[src/rtl/upsample_control_unit.sv]
// Address/write-enable sequencer for 2x nearest-neighbour upsampling: LOAD sweep, then 2x2 block writes.
// Optional build macro UPSAMPLE_DONE_HOLD_EN keeps done high in IDLE until the next accepted start.
module upsample_control_unit (
  input  logic        clk,
  input  logic        rst,
  input  logic        start,
  input  logic [2:0]  size_upsample,
  output logic        done,
  output logic [3:0]  write_mode,
  output logic        en_write_in,
  output logic        en_write_out,
  output logic [13:0] addr_input,
  output logic [13:0] addr_output
);

  typedef enum logic [1:0] {IDLE, LOAD, UPS, DONE} state_e;

  state_e      state_q, state_d;
  logic [2:0]  size_q, size_d;
  logic [13:0] cnt_q, cnt_d;
  logic [3:0]  lg;
  logic [14:0] load_last, ups_last;

  logic        done_d;
  logic [3:0]  wm_d;
  logic        en_in_d, en_out_d;
  logic [13:0] ain_d, aout_d;
  logic [11:0] pix, row, col;
  logic [13:0] row2, col2;

  // Size tracks the clamped input while idle, so the bounds are already right in the start cycle.
  always_comb begin
    size_d  = size_q;
    state_d = state_q;
    cnt_d   = cnt_q;
    if (state_q == IDLE) size_d = (size_upsample > 3'd4) ? 3'd4 : size_upsample;
    lg        = {1'b0, size_d} + 4'd2;
    load_last = (15'd1 << {lg, 1'b0}) - 15'd1;
    ups_last  = (15'd1 << ({lg, 1'b0} + 5'd2)) - 15'd1;
    case (state_q)
      IDLE: if (start) begin
        state_d = LOAD;
        cnt_d   = '0;
      end
      LOAD: if ({1'b0, cnt_q} == load_last) begin
        state_d = UPS;
        cnt_d   = '0;
      end else begin
        cnt_d = cnt_q + 14'd1;
      end
      UPS: if ({1'b0, cnt_q} == ups_last) begin
        state_d = DONE;
        cnt_d   = '0;
      end else begin
        cnt_d = cnt_q + 14'd1;
      end
      DONE:    state_d = IDLE;
      default: state_d = IDLE;
    endcase
  end

  // Outputs are computed from the next state/count so they can be registered without a cycle of lag.
  always_comb begin
    done_d   = 1'b0;
    wm_d     = '0;
    en_in_d  = 1'b0;
    en_out_d = 1'b0;
    ain_d    = '0;
    aout_d   = '0;
    pix      = cnt_d[13:2];
    row      = pix >> lg;
    col      = pix & ((12'd1 << lg) - 12'd1);
    row2     = {1'b0, row, cnt_d[1]};
    col2     = {1'b0, col, cnt_d[0]};
    case (state_d)
      LOAD: begin
        en_in_d = 1'b1;
        ain_d   = cnt_d;
      end
      UPS: begin
        en_out_d = 1'b1;
        ain_d    = {2'b00, pix};
        aout_d   = (row2 << (lg + 4'd1)) | col2;
        wm_d     = 4'b0001 << cnt_d[1:0];
      end
      DONE:    done_d = 1'b1;
      default: ;
    endcase
`ifdef UPSAMPLE_DONE_HOLD_EN
    if (state_d == IDLE && done) done_d = 1'b1;
`endif
  end

  always_ff @(posedge clk or negedge rst) begin
    if (!rst) begin
      state_q      <= IDLE;
      size_q       <= '0;
      cnt_q        <= '0;
      done         <= 1'b0;
      write_mode   <= '0;
      en_write_in  <= 1'b0;
      en_write_out <= 1'b0;
      addr_input   <= '0;
      addr_output  <= '0;
    end else begin
      state_q      <= state_d;
      size_q       <= size_d;
      cnt_q        <= cnt_d;
      done         <= done_d;
      write_mode   <= wm_d;
      en_write_in  <= en_in_d;
      en_write_out <= en_out_d;
      addr_input   <= ain_d;
      addr_output  <= aout_d;
    end
  end

endmodule

[config.mk]
export PLATFORM = sky130hd
export DESIGN_NAME = upsample_control_unit
export DESIGN_NICKNAME = d
export VERILOG_FILES = /design/src/rtl/upsample_control_unit.sv
export SDC_FILE = /design/constraint.sdc
export NUM_CORES = 1
export LEC_CHECK = 0
export CAP_MARGIN = 20
export CORE_MARGIN = 2
export CORE_UTILIZATION = 50
export DETAILED_ROUTE_END_ITERATION = 10
export PLACE_DENSITY = 0.71
export SLEW_MARGIN = 10
export SYNTH_ARGS = -nofsm -noshare
export SYNTH_HDL_FRONTEND = slang
export SYNTH_SLANG_ARGS = --single-unit
[constraint.sdc]
create_clock -name clk -period 15.6 [get_ports clk]
set_input_delay 3.12 -clock clk [delete_from_list [all_inputs] [get_ports clk]]
set_output_delay 3.12 -clock clk [all_outputs]
set_load 0.02 [all_outputs]
==> qor.txt, run 1 <==
Final worst path period share: 65.0%
Max Fclk: 98.6 MHz
Final number of setup-violating endpoints: 0
Via count: 4953
Buffers on Ports: 40
1st-iter DRT viols: 583
H-tree depth: 2
Largest net degree at the start of global routing: 55
CP Capture Type: register
Clock root buffer: clkbuf_8
Hold Fails Final Rpt: 0
Core Box Area: 8760 µm²
Nets: 605
Multi-input logic area: 2960 µm²
Finished Layout Cells: 697
Final core occ: 57.8%
Most frequent cell after synthesis: nand2_1
Syn. warnings: 0
ANT nets after route: 0
Filler Cell Count: 818
Share of layout cells above drive strength 1: 8.32%
Initial antenna violation count: 0
Total power: 0.00102 W
Final max-slew violation count: 0
Clock Path Buffers: 2
Status: completed
Hold_buf cts: 0
Syn Std Cell Area: 4560 µm²
Critical path peak fanout: 23
Number of synthesized flops with an enable pin: 0
RSZ-0062 raised after global routing: false
Placed Instances: 689
Die height: 99.5 µm
Yosys reg bits: 54
Leak Pwr: 1.97 nW
Post-synth ARST share: 100%
Critical path class: in -> reg
Drt first pass iters: 8
Remaining Overflow, GRT: 0
CTS clk-pin slew, worst paths: 0.12 ns
First-pass GRT wire length: 24600 µm
Num ports: 41
Top post-synthesis cells by area: dfrtp_1, nand2_1, nor2_1
Final Hold Slack: 0.609 ns
Vias in the first global route: 4430
CP Launch Type: primary input
Commonest cells in the netlist: nand2_1, dfrtp_1, nor2_1
Clock sinks: 54
Area leader, netlist: dfrtp_1
Initial Utilization: 52.0%
Actual slew at the worst max-slew pin: 0.946 ns
Yosys top cell area share: 29.7%
CP max stage cell: ha_1
CTS tree: done
Clock Skews: 0.0201 ns
Minimum clock period: 10.14 ns
Top cell family by delay on the critical path: simple AND/OR/NAND/NOR gates
Area Growth Syn to Fin: 11.2%
Sequential area share after synthesis: 29.7%
WP data required: 15.80 ns
Sequential Area: 1350 µm²
Class of the worst hold path: reg -> reg
CTS buffer count: 5
Crit path cell chain: clkdlybuf4s50_1, nor4b_2, nor2_1, ha_1, inv_1, ha_1, inv_1, nor3_1, a21boi_0, a2111o_1, a222oi_1, and2_1, mux2i_1, o21a_1, ha_1, nand2_1, nor2_1, o311ai_1, o311ai_1
Max IR drop VDD: 0.000181 V
Cells after Synth: 575
Post-synth top flop: dfrtp_1
CP bufs+invs: 3
DRC Markers: 0
Post-CTS setup buffer count: 0
Drt via density: 7.11
Setup_tns: 0 ns
Diodes inserted: 0
Synthesized net count: 592
Syn Area/Cell: 7.92 µm²
Routability cong.: 1.02
Unique masters post-synth: 84
HPWL reported at the end of detailed placement: 11600 µm
Max Cap Violations: 0
CP max stage delay: 0.77 ns
Post-Route WL: 15800 µm
Drt wl/cell: 22.6 µm
Clock Latency Late Sink: 0.34 ns
DIE WIDTH: 99.5 µm
Die area: 9890 µm²
Pwr Density: 201 nW/µm²
CP arrival: 10.34 ns
Critical path's most frequent cell: ha_1
Max-slew headroom: 36.1%
CTS resizes: 0
Total GRT Usage: 31.6%
FP Rows: 34
-- power breakdown --
part           leakage (nW)  internal [W]   total, W  switching [W]
combinational          1.19      0.000236   0.000736       0.000500
sequential            0.727      0.000163   0.000190      0.0000270
clock                0.0502     0.0000336  0.0000921      0.0000585
-- final timing paths --
check / slack, ns / start / cells past startpoint / endpoint
setup / recovery: 5.46 / size_upsample[2] / 19 / addr_output[11]$_DFF_PN0_
hold / removal: 0.61 / cnt_q[0]$_DFF_PN0_ / 1 / cnt_q[0]$_DFF_PN0_
setup reg to reg: 7.69 / state_q[1]$_DFF_PN0_ / 20 / addr_output[11]$_DFF_PN0_
hold reg to reg: 0.61 / cnt_q[0]$_DFF_PN0_ / 1 / cnt_q[0]$_DFF_PN0_
max in group asynchronous: 12.22 / rst / 2 / addr_output[2]$_DFF_PN0_
min in group asynchronous: 2.89 / rst / 2 / cnt_q[5]$_DFF_PN0_
-- per-layer routing --
layer	wire [µm]	GRT usage, %	part of all wire (%)	vias to the layer above
met5	0	0	0	-
met1	6350	43.4	40	2354
li1	-	-	-	2192
met4	884	14.3	5.6	0
met3	1450	4.22	9.2	79
met2	7080	49.8	45	328
-- through the flow --
stage	cell area, µm²	worst slack, ns
3_5_place_dp	4970	5.33
2_1_floorplan	4560	7.67
3_3_place_gp	4970	5.55
5_1_grt	5070	5.01
6_report	5070	5.46
4_1_cts	5070	5.63
-- area by class of cell --
class                   count  share of cell area [%]
clock buffers               5                    1.36
repair buffers             47                    8.84
well taps                 108                    2.67
multi-input cells         459                    58.3
inverters                  21                    1.56
flip-flops and latches     54                    26.7
clock inverters             3                   0.568
-- cell usage in the layout, fill, tap and decap left out, drive strengths merged, types with 4 or more instances in the layout --
| cell type | count |
|---|---|
| o211ai | 11 |
| buf | 8 |
| nor3 | 18 |
| nand3 | 18 |
| a211oi | 10 |
| xor2 | 4 |
| and2 | 5 |
| or2 | 5 |
| o21a | 6 |
| nor4 | 5 |
| mux2i | 5 |
| nor2 | 55 |
| inv | 22 |
| o22ai | 8 |
| o31ai | 6 |
| nor2b | 8 |
| o221ai | 6 |
| dfrtp | 54 |
| a21oi | 38 |
| nor3b | 4 |
| and3 | 7 |
| a32oi | 6 |
| nand2b | 6 |
| a31oi | 8 |
| nand2 | 81 |
| a2111oi | 7 |
| clkbuf | 5 |
| ha | 11 |
| a21o | 6 |
| o311ai | 9 |
| a221oi | 4 |
| o21ai | 28 |
| clkdlybuf4s50 | 39 |
| a22oi | 11 |
| a31o | 4 |
| or3 | 5 |
| and4 | 4 |
| nand4 | 9 |
-- flip-flops by register name, indices dropped and copies added (netlist names) --
name and flops:
write_mode 4, en_write_in 1, size_q 3, done 1, en_write_out 1, addr_input 14, state_q 2, addr_output 14
cnt_q 14
-- logic make-up after synthesis --
| group | Yosys count | share of synthesized area (%) |
|---|---|---|
| AO/OA/AOI/OAI | 194 | 32.7 |
| XOR/XNOR | 7 | 1.35 |
| adder cells (fa/ha/maj) | 11 | 3.02 |
| buffers and inverters | 62 | 5.44 |
| flip-flops | 54 | 29.7 |
| multiplexers | 6 | 1.35 |
| AND/OR/NAND/NOR | 241 | 26.4 |
No activity file was read; power rests on OpenSTA's default activity.
==> inputs of run 2 (changes only) <==
==> constraint.sdc (replaced) <==
create_clock -name clk -period 10.3 [get_ports clk]
set_input_delay 2.06 -clock clk [delete_from_list [all_inputs] [get_ports clk]]
set_output_delay 2.06 -clock clk [all_outputs]
set_load 0.02 [all_outputs]
==> run 2 against run 1 <==
Effect of this change:
- combinational power is 49% higher
- die area stayed put
- power is 50% higher
- setup slack worse by 4.2 ns
- register-to-register slack worse by 5.0 ns
- final area is 0.15% higher
- largest cell class unchanged
==> qor.txt, run 2 (same netlist as run 1, synthesis figures left out) <==
Status: completed (unchanged)
CP max stage cell: a222oi_1 (was ha_1)
Commonest non-fill, non-tap cell in the layout: nand2_1 (unchanged)
Pwr Density: 300 nW/µm² (was 201 nW/µm²)
H-tree depth: 2 (unchanged)
Post-route cell area: 5070 µm² (about the same)
Die area: 9890 µm² (unchanged)
ANT nets after route: 0 (unchanged)
Minimum clock period: 9.02 ns
CP Capture Type: register (unchanged)
CP arrival: 9.21 ns (was 10.34 ns)
CTS tree: done (unchanged)
Drt via density: 6.95 (was 7.11)
DRC Markers: 0 (unchanged)
Top cell family by delay on the critical path: simple AND/OR/NAND/NOR gates (unchanged)
Setup slack, reg-to-reg: 2.70 ns (was 7.69 ns)
Setup_tns: 0 ns (unchanged)
Area Growth Syn to Fin: 11.4% (was 11.2%)
Routability cong.: 0.956 (was 1.02)
CTS buffer count: 5 (unchanged)
Critical path class: in -> reg (unchanged)
Drt first pass iters: 6 (was 8)
Max IR drop VDD: 0.000266 V (was 0.000181 V)
Clock Skews: 0.0205 ns (was 0.0201 ns)
Actual slew at the worst max-slew pin: 0.962 ns (was 0.946 ns)
Clock Path Buffers: 2 (unchanged)
Buffers on Ports: 40 (unchanged)
Initial antenna violation count: 0 (unchanged)
DIE WIDTH: 99.5 µm (unchanged)
CP bufs+invs: 3 (unchanged)
Drt wl/cell: 22.5 µm (was 22.6 µm)
CP max stage delay: 0.85 ns (was 0.77 ns)
Max Fclk: 111 MHz
Final max-slew violation count: 0 (unchanged)
Class of the worst hold path: reg -> reg (unchanged)
Hold Fails Final Rpt: 0 (unchanged)
Num ports: 41 (unchanged)
Critical path peak fanout: 23 (unchanged)
Post-Route WL: 15700 µm (was 15800 µm)
Largest regs: addr_input x14, addr_output x14, cnt_q x14 (unchanged)
Clock sinks: 54 (unchanged)
First-pass GRT wire length: 24900 µm (was 24600 µm)
Post-CTS setup buffer count: 0 (unchanged)
Core Box Area: 8760 µm² (unchanged)
Clock Latency Late Sink: 0.33 ns (was 0.34 ns)
Remaining Overflow, GRT: 0 (unchanged)
CTS clk-pin slew, worst paths: 0.12 ns (about the same)
Largest net degree at the start of global routing: 55 (unchanged)
Via count: 4852 (was 4953)
Final number of setup-violating endpoints: 0 (unchanged)
Multi-input logic area: 2960 µm² (unchanged)
WP data required: 10.49 ns (was 15.80 ns)
Die height: 99.5 µm (unchanged)
Leading cell types in the layout, fill and taps excluded: nand2_1, nor2_1, dfrtp_1 (unchanged)
Share of layout cells above drive strength 1: 8.47% (was 8.32%)
Final worst path period share: 87.5%
1st-iter DRT viols: 518 (was 583)
Crit path cell chain: clkdlybuf4s50_1, nor4b_2, nor2_1, ha_1, inv_1, ha_1, inv_1, nor3_1, a21boi_0, a2111o_1, a222oi_1, and2_1, mux2i_1, o21a_1, ha_1, nand2_1, nor2_1, o311ai_1, o311ai_1 (unchanged)
Diodes inserted: 0 (unchanged)
Hold_buf cts: 0 (unchanged)
Placed standard-cell area: 4980 µm² (was 4970 µm²)
Filler Cell Count: 830 (was 818)
FP Rows: 34 (unchanged)
CP Launch Type: primary input (unchanged)
Nets: 606 (was 605)
Initial Utilization: 52.0% (unchanged)
Clock root buffer: clkbuf_8 (unchanged)
Critical path's most frequent cell: ha_1 (unchanged)
HPWL reported at the end of detailed placement: 11400 µm (was 11600 µm)
Leak Pwr: 1.98 nW (was 1.97 nW)
Max-slew headroom: 34.2% (was 36.1%)
CTS resizes: 0 (unchanged)
Max Cap Violations: 0 (unchanged)
Final Hold Slack: 0.596 ns (was 0.609 ns)
Vias in the first global route: 4480 (was 4430)
Total GRT Usage: 32.2% (was 31.6%)
Sequential Area: 1350 µm² (unchanged)
RSZ-0062 raised after global routing: false (unchanged)
[run 2: final cells by class]
cell class | count | share of cell area [%]
clock buffer | 5 | 1.36
clock inverter | 3 | 0.567
inverter | 21 | 1.55
multi-input combinational | 459 | 58.3
sequential | 54 | 26.6
tap | 108 | 2.66
timing repair buffer | 48 | 8.97
[run 2: per-stage QoR]
step	cells	setup slack [ns]	utilization, %	total power [W]
2_1_floorplan	575	3.43	-	0.00107
3_3_place_gp	690	1.31	56.8	0.00136
3_5_place_dp	690	1.16	56.8	0.00136
4_1_cts	698	1.46	57.9	0.00149
5_1_grt	698	0.734	57.9	0.00163
6_report	698	1.28	57.9	0.00152
[run 2: path summary, 6_finish.rpt]
path                                       from                   endpoint  cells after the start
max                            size_upsample[2]  addr_output[11]$_DFF_PN0_                     19
min                          cnt_q[0]$_DFF_PN0_         cnt_q[0]$_DFF_PN0_                      1
max reg2reg                state_q[1]$_DFF_PN0_  addr_output[11]$_DFF_PN0_                     21
min reg2reg                  cnt_q[0]$_DFF_PN0_         cnt_q[0]$_DFF_PN0_                      1
max in group asynchronous                   rst   addr_output[7]$_DFF_PN0_                      2
min in group asynchronous                   rst         cnt_q[3]$_DFF_PN0_                      2
[run 2: worst reg2reg max path, stage by stage (launching register included)]
cell and delay, ns:
dfrtp_1 0.38, buf_4 0.22, nor2_2 0.44, mux2i_1 0.25
buf_4 0.25, inv_2 0.22, ha_1 0.67, inv_1 0.22
ha_1 0.76, inv_1 0.44, nor3_1 0.39, a21boi_0 0.18
a2111o_1 0.41, a222oi_1 0.85, and2_1 0.41, mux2i_1 0.12
o21a_1 0.20, ha_1 0.49, nand2_1 0.24, nor2_1 0.08
o311ai_1 0.10, o311ai_1 0.15
[run 2: layer usage]
metal,wire length (µm),global-route usage (%),up-vias
met3,1590,4.01,49
li1,-,-,2197
met1,6480,45.6,2302
met4,548,12.0,0
met2,7100,50.5,304
met5,0,0,-
[run 2: report_power, final]
part	internal (W)	total [W]	leakage, nW	switching (W)
logic	0.000356	0.00110	1.20	0.000744
registers	0.000247	0.000290	0.727	0.0000428
clock network	0.0000507	0.000133	0.0502	0.0000826
==> inputs of run 3 (changes only) <==
--- a/config.mk
+++ b/config.mk
@@ -6,8 +6,9 @@
 export NUM_CORES = 1
 export LEC_CHECK = 0
 export CAP_MARGIN = 20
-export CORE_MARGIN = 2
+export CORE_ASPECT_RATIO = 0.7
 export CORE_UTILIZATION = 50
+export CTS_CLUSTER_SIZE = 28
 export DETAILED_ROUTE_END_ITERATION = 10
 export PLACE_DENSITY = 0.71
 export SLEW_MARGIN = 10
==> run 3 against run 2 <==
Effect of this change:
- power increased by 6.0%
- sequential power barely moved
- critical path depth did not move
- via count increased by 0.91%
- core utilization increased by 2.0 points
- highest routed layer unchanged
- combinational power rose by 5%
- maximum frequency decreased by 0.26%
- final area rose by 2.2%
- global-route usage up 3.5 points
- final cell count increased by 2.6%
- hold slack about the same
- critical endpoint unchanged
==> qor.txt, run 3 (same netlist as run 1, synthesis figures left out) <==
Status: completed (unchanged)
CTS buffer count: 5 (unchanged)
Hold Fails Final Rpt: 0 (unchanged)
Critical path class: in -> reg (unchanged)
Setup_tns: 0 ns (unchanged)
Num ports: 41 (unchanged)
CP Capture Type: register (unchanged)
Clock sinks: 54 (unchanged)
Crit path cell chain: clkdlybuf4s50_1, nor4b_2, nor2_1, ha_1, inv_1, ha_1, inv_1, nor3_1, a21boi_0, a2111o_1, a222oi_1, and2_1, mux2i_1, o21a_1, ha_1, nand2_1, nor2_1, o311ai_1, o311ai_1 (unchanged)
Core Box Area: 8650 µm² (was 8760 µm²)
Clock Latency Late Sink: 0.30 ns (was 0.33 ns)
CTS tree: done (unchanged)
Initial antenna violation count: 0 (unchanged)
H-tree depth: 2 (unchanged)
Drt wl/cell: 23.0 µm (was 22.5 µm)
Final Hold Slack: 0.596 ns (about the same)
RSZ-0062 raised after global routing: false (unchanged)
Clock root buffer: clkbuf_16 (was clkbuf_8)
Buffers on Ports: 40 (unchanged)
Max IR drop VDD: 0.000145 V (was 0.000266 V)
Actual slew at the worst max-slew pin: 1.02 ns (was 0.962 ns)
CP arrival: 9.19 ns (was 9.21 ns)
Drt via density: 6.84 (was 6.95)
Leak Pwr: 2.03 nW (was 1.98 nW)
CTS clk-pin slew, worst paths: 0.07 ns (was 0.12 ns)
FP Rows: 28 (was 34)
Final max-slew violation count: 0 (unchanged)
Via count: 4896 (was 4852)
Total GRT Usage: 35.6% (was 32.2%)
Final worst path period share: 87.8% (was 87.5%)
CP max stage cell: ha_1 (was a222oi_1)
Top cell family by delay on the critical path: simple AND/OR/NAND/NOR gates (unchanged)
Area Growth Syn to Fin: 13.8% (was 11.4%)
Post-CTS setup buffer count: 0 (unchanged)
Max Cap Violations: 0 (unchanged)
Clock Path Buffers: 2 (unchanged)
Largest net degree at the start of global routing: 55 (unchanged)
DRC Markers: 0 (unchanged)
ANT nets after route: 0 (unchanged)
CP bufs+invs: 3 (unchanged)
CP max stage delay: 0.76 ns (was 0.85 ns)
Vias in the first global route: 4418 (was 4480)
Critical path's most frequent cell: ha_1 (unchanged)
Critical path peak fanout: 18 (was 23)
Routability cong.: 1.06 (was 0.956)
Class of the worst hold path: reg -> reg (unchanged)
Remaining Overflow, GRT: 0 (unchanged)
Die area: 9500 µm² (was 9890 µm²)
CP Launch Type: primary input (unchanged)
Initial Utilization: 52.6% (was 52.0%)
Max Fclk: 111 MHz (about the same)
1st-iter DRT viols: 645 (was 518)
Hold_buf cts: 0 (unchanged)
Final number of setup-violating endpoints: 0 (unchanged)
Max-slew headroom: 32.0% (was 34.2%)
Clock Skews: 0.00644 ns (was 0.0205 ns)
Minimum clock period: 9.04 ns (was 9.02 ns)
Final core occ: 59.9% (was 57.9%)
First-pass GRT wire length: 25000 µm (was 24900 µm)
Commonest non-fill, non-tap cell in the layout: nand2_1 (unchanged)
Share of layout cells above drive strength 1: 9.24% (was 8.47%)
Post-Route WL: 16500 µm (was 15700 µm)
Leading cell types in the layout, fill and taps excluded: nand2_1, nor2_1, dfrtp_1 (unchanged)
DIE WIDTH: 116 µm (was 99.5 µm)
Die height: 81.9 µm (was 99.5 µm)
CTS resizes: 0 (unchanged)
HPWL reported at the end of detailed placement: 12300 µm (was 11400 µm)
Pwr Density: 312 nW/µm² (was 300 nW/µm²)
WP data required: 10.45 ns (was 10.49 ns)
Drt first pass iters: 6 (unchanged)
Nets: 611 (was 606)
Largest regs: addr_input x14, addr_output x14, cnt_q x14 (unchanged)
## run 3: cell count changes in the layout (fill, tap and decap cells not counted)
cell,change
diode_2,+1
buf_4,+5
clkbuf_16,+5
clkbuf_8,-5
## run 3: final timing paths
path	from	endpoint	slack [ns]	depth (start not counted)
max	size_upsample[2]	addr_output[11]$_DFF_PN0_	1.26	19
min in group asynchronous	rst	size_q[0]$_DFF_PN0_	1.85	2
max reg2reg	state_q[0]$_DFF_PN0_	addr_output[11]$_DFF_PN0_	2.71	21
max in group asynchronous	rst	cnt_q[4]$_DFF_PN0_	7.95	2
min reg2reg	cnt_q[0]$_DFF_PN0_	cnt_q[0]$_DFF_PN0_	0.60	1
min	cnt_q[0]$_DFF_PN0_	cnt_q[0]$_DFF_PN0_	0.60	1
## run 3: layout make-up
| class | instances | area, µm² |
|---|---|---|
| multi-input combinational | 459 | 2960 |
| timing repair buffer | 53 | 493 |
| clock inverter | 3 | 28.8 |
| sequential | 54 | 1350 |
| fill | 780 | 3470 |
| tap | 120 | 150 |
| antenna | 1 | 2.50 |
| inverter | 21 | 78.8 |
| clock buffer | 5 | 125 |
## run 3: stage by stage
step / instances / worst slack [ns] / cell area (µm²) / power, W
global route: 715 / 0.861 / 5180 / 0.00170
floorplan: 575 / 3.43 / 4560 / 0.00107
CTS: 715 / 1.48 / 5180 / 0.00157
finish: 716 / 1.26 / 5190 / 0.00162
detailed placement: 707 / 1.19 / 5030 / 0.00139
global placement: 707 / 1.34 / 5030 / 0.00139
## run 3: layer usage
metal	GRT usage, %	share of wire (%)
met5	0	0
met2	53.5	42
met1	49.0	44
met4	11.3	2.4
met3	10.7	12
## run 3: worst register-to-register path: cells and delay by family (launching register included)
family / cells / cell delay [ns]
flops: 1 / 0.37
fa+ha+maj: 3 / 1.90
buf+inv: 5 / 1.33
compound gates: 6 / 1.82
simple gates: 5 / 1.62
mux: 2 / 0.37
## run 3: power by group
part / internal [W] / leakage (nW) / switching, W
sequential: 0.000248 / 0.727 / 0.0000423
combinational: 0.000368 / 1.23 / 0.000779
clock: 0.0000930 / 0.0759 / 0.0000861
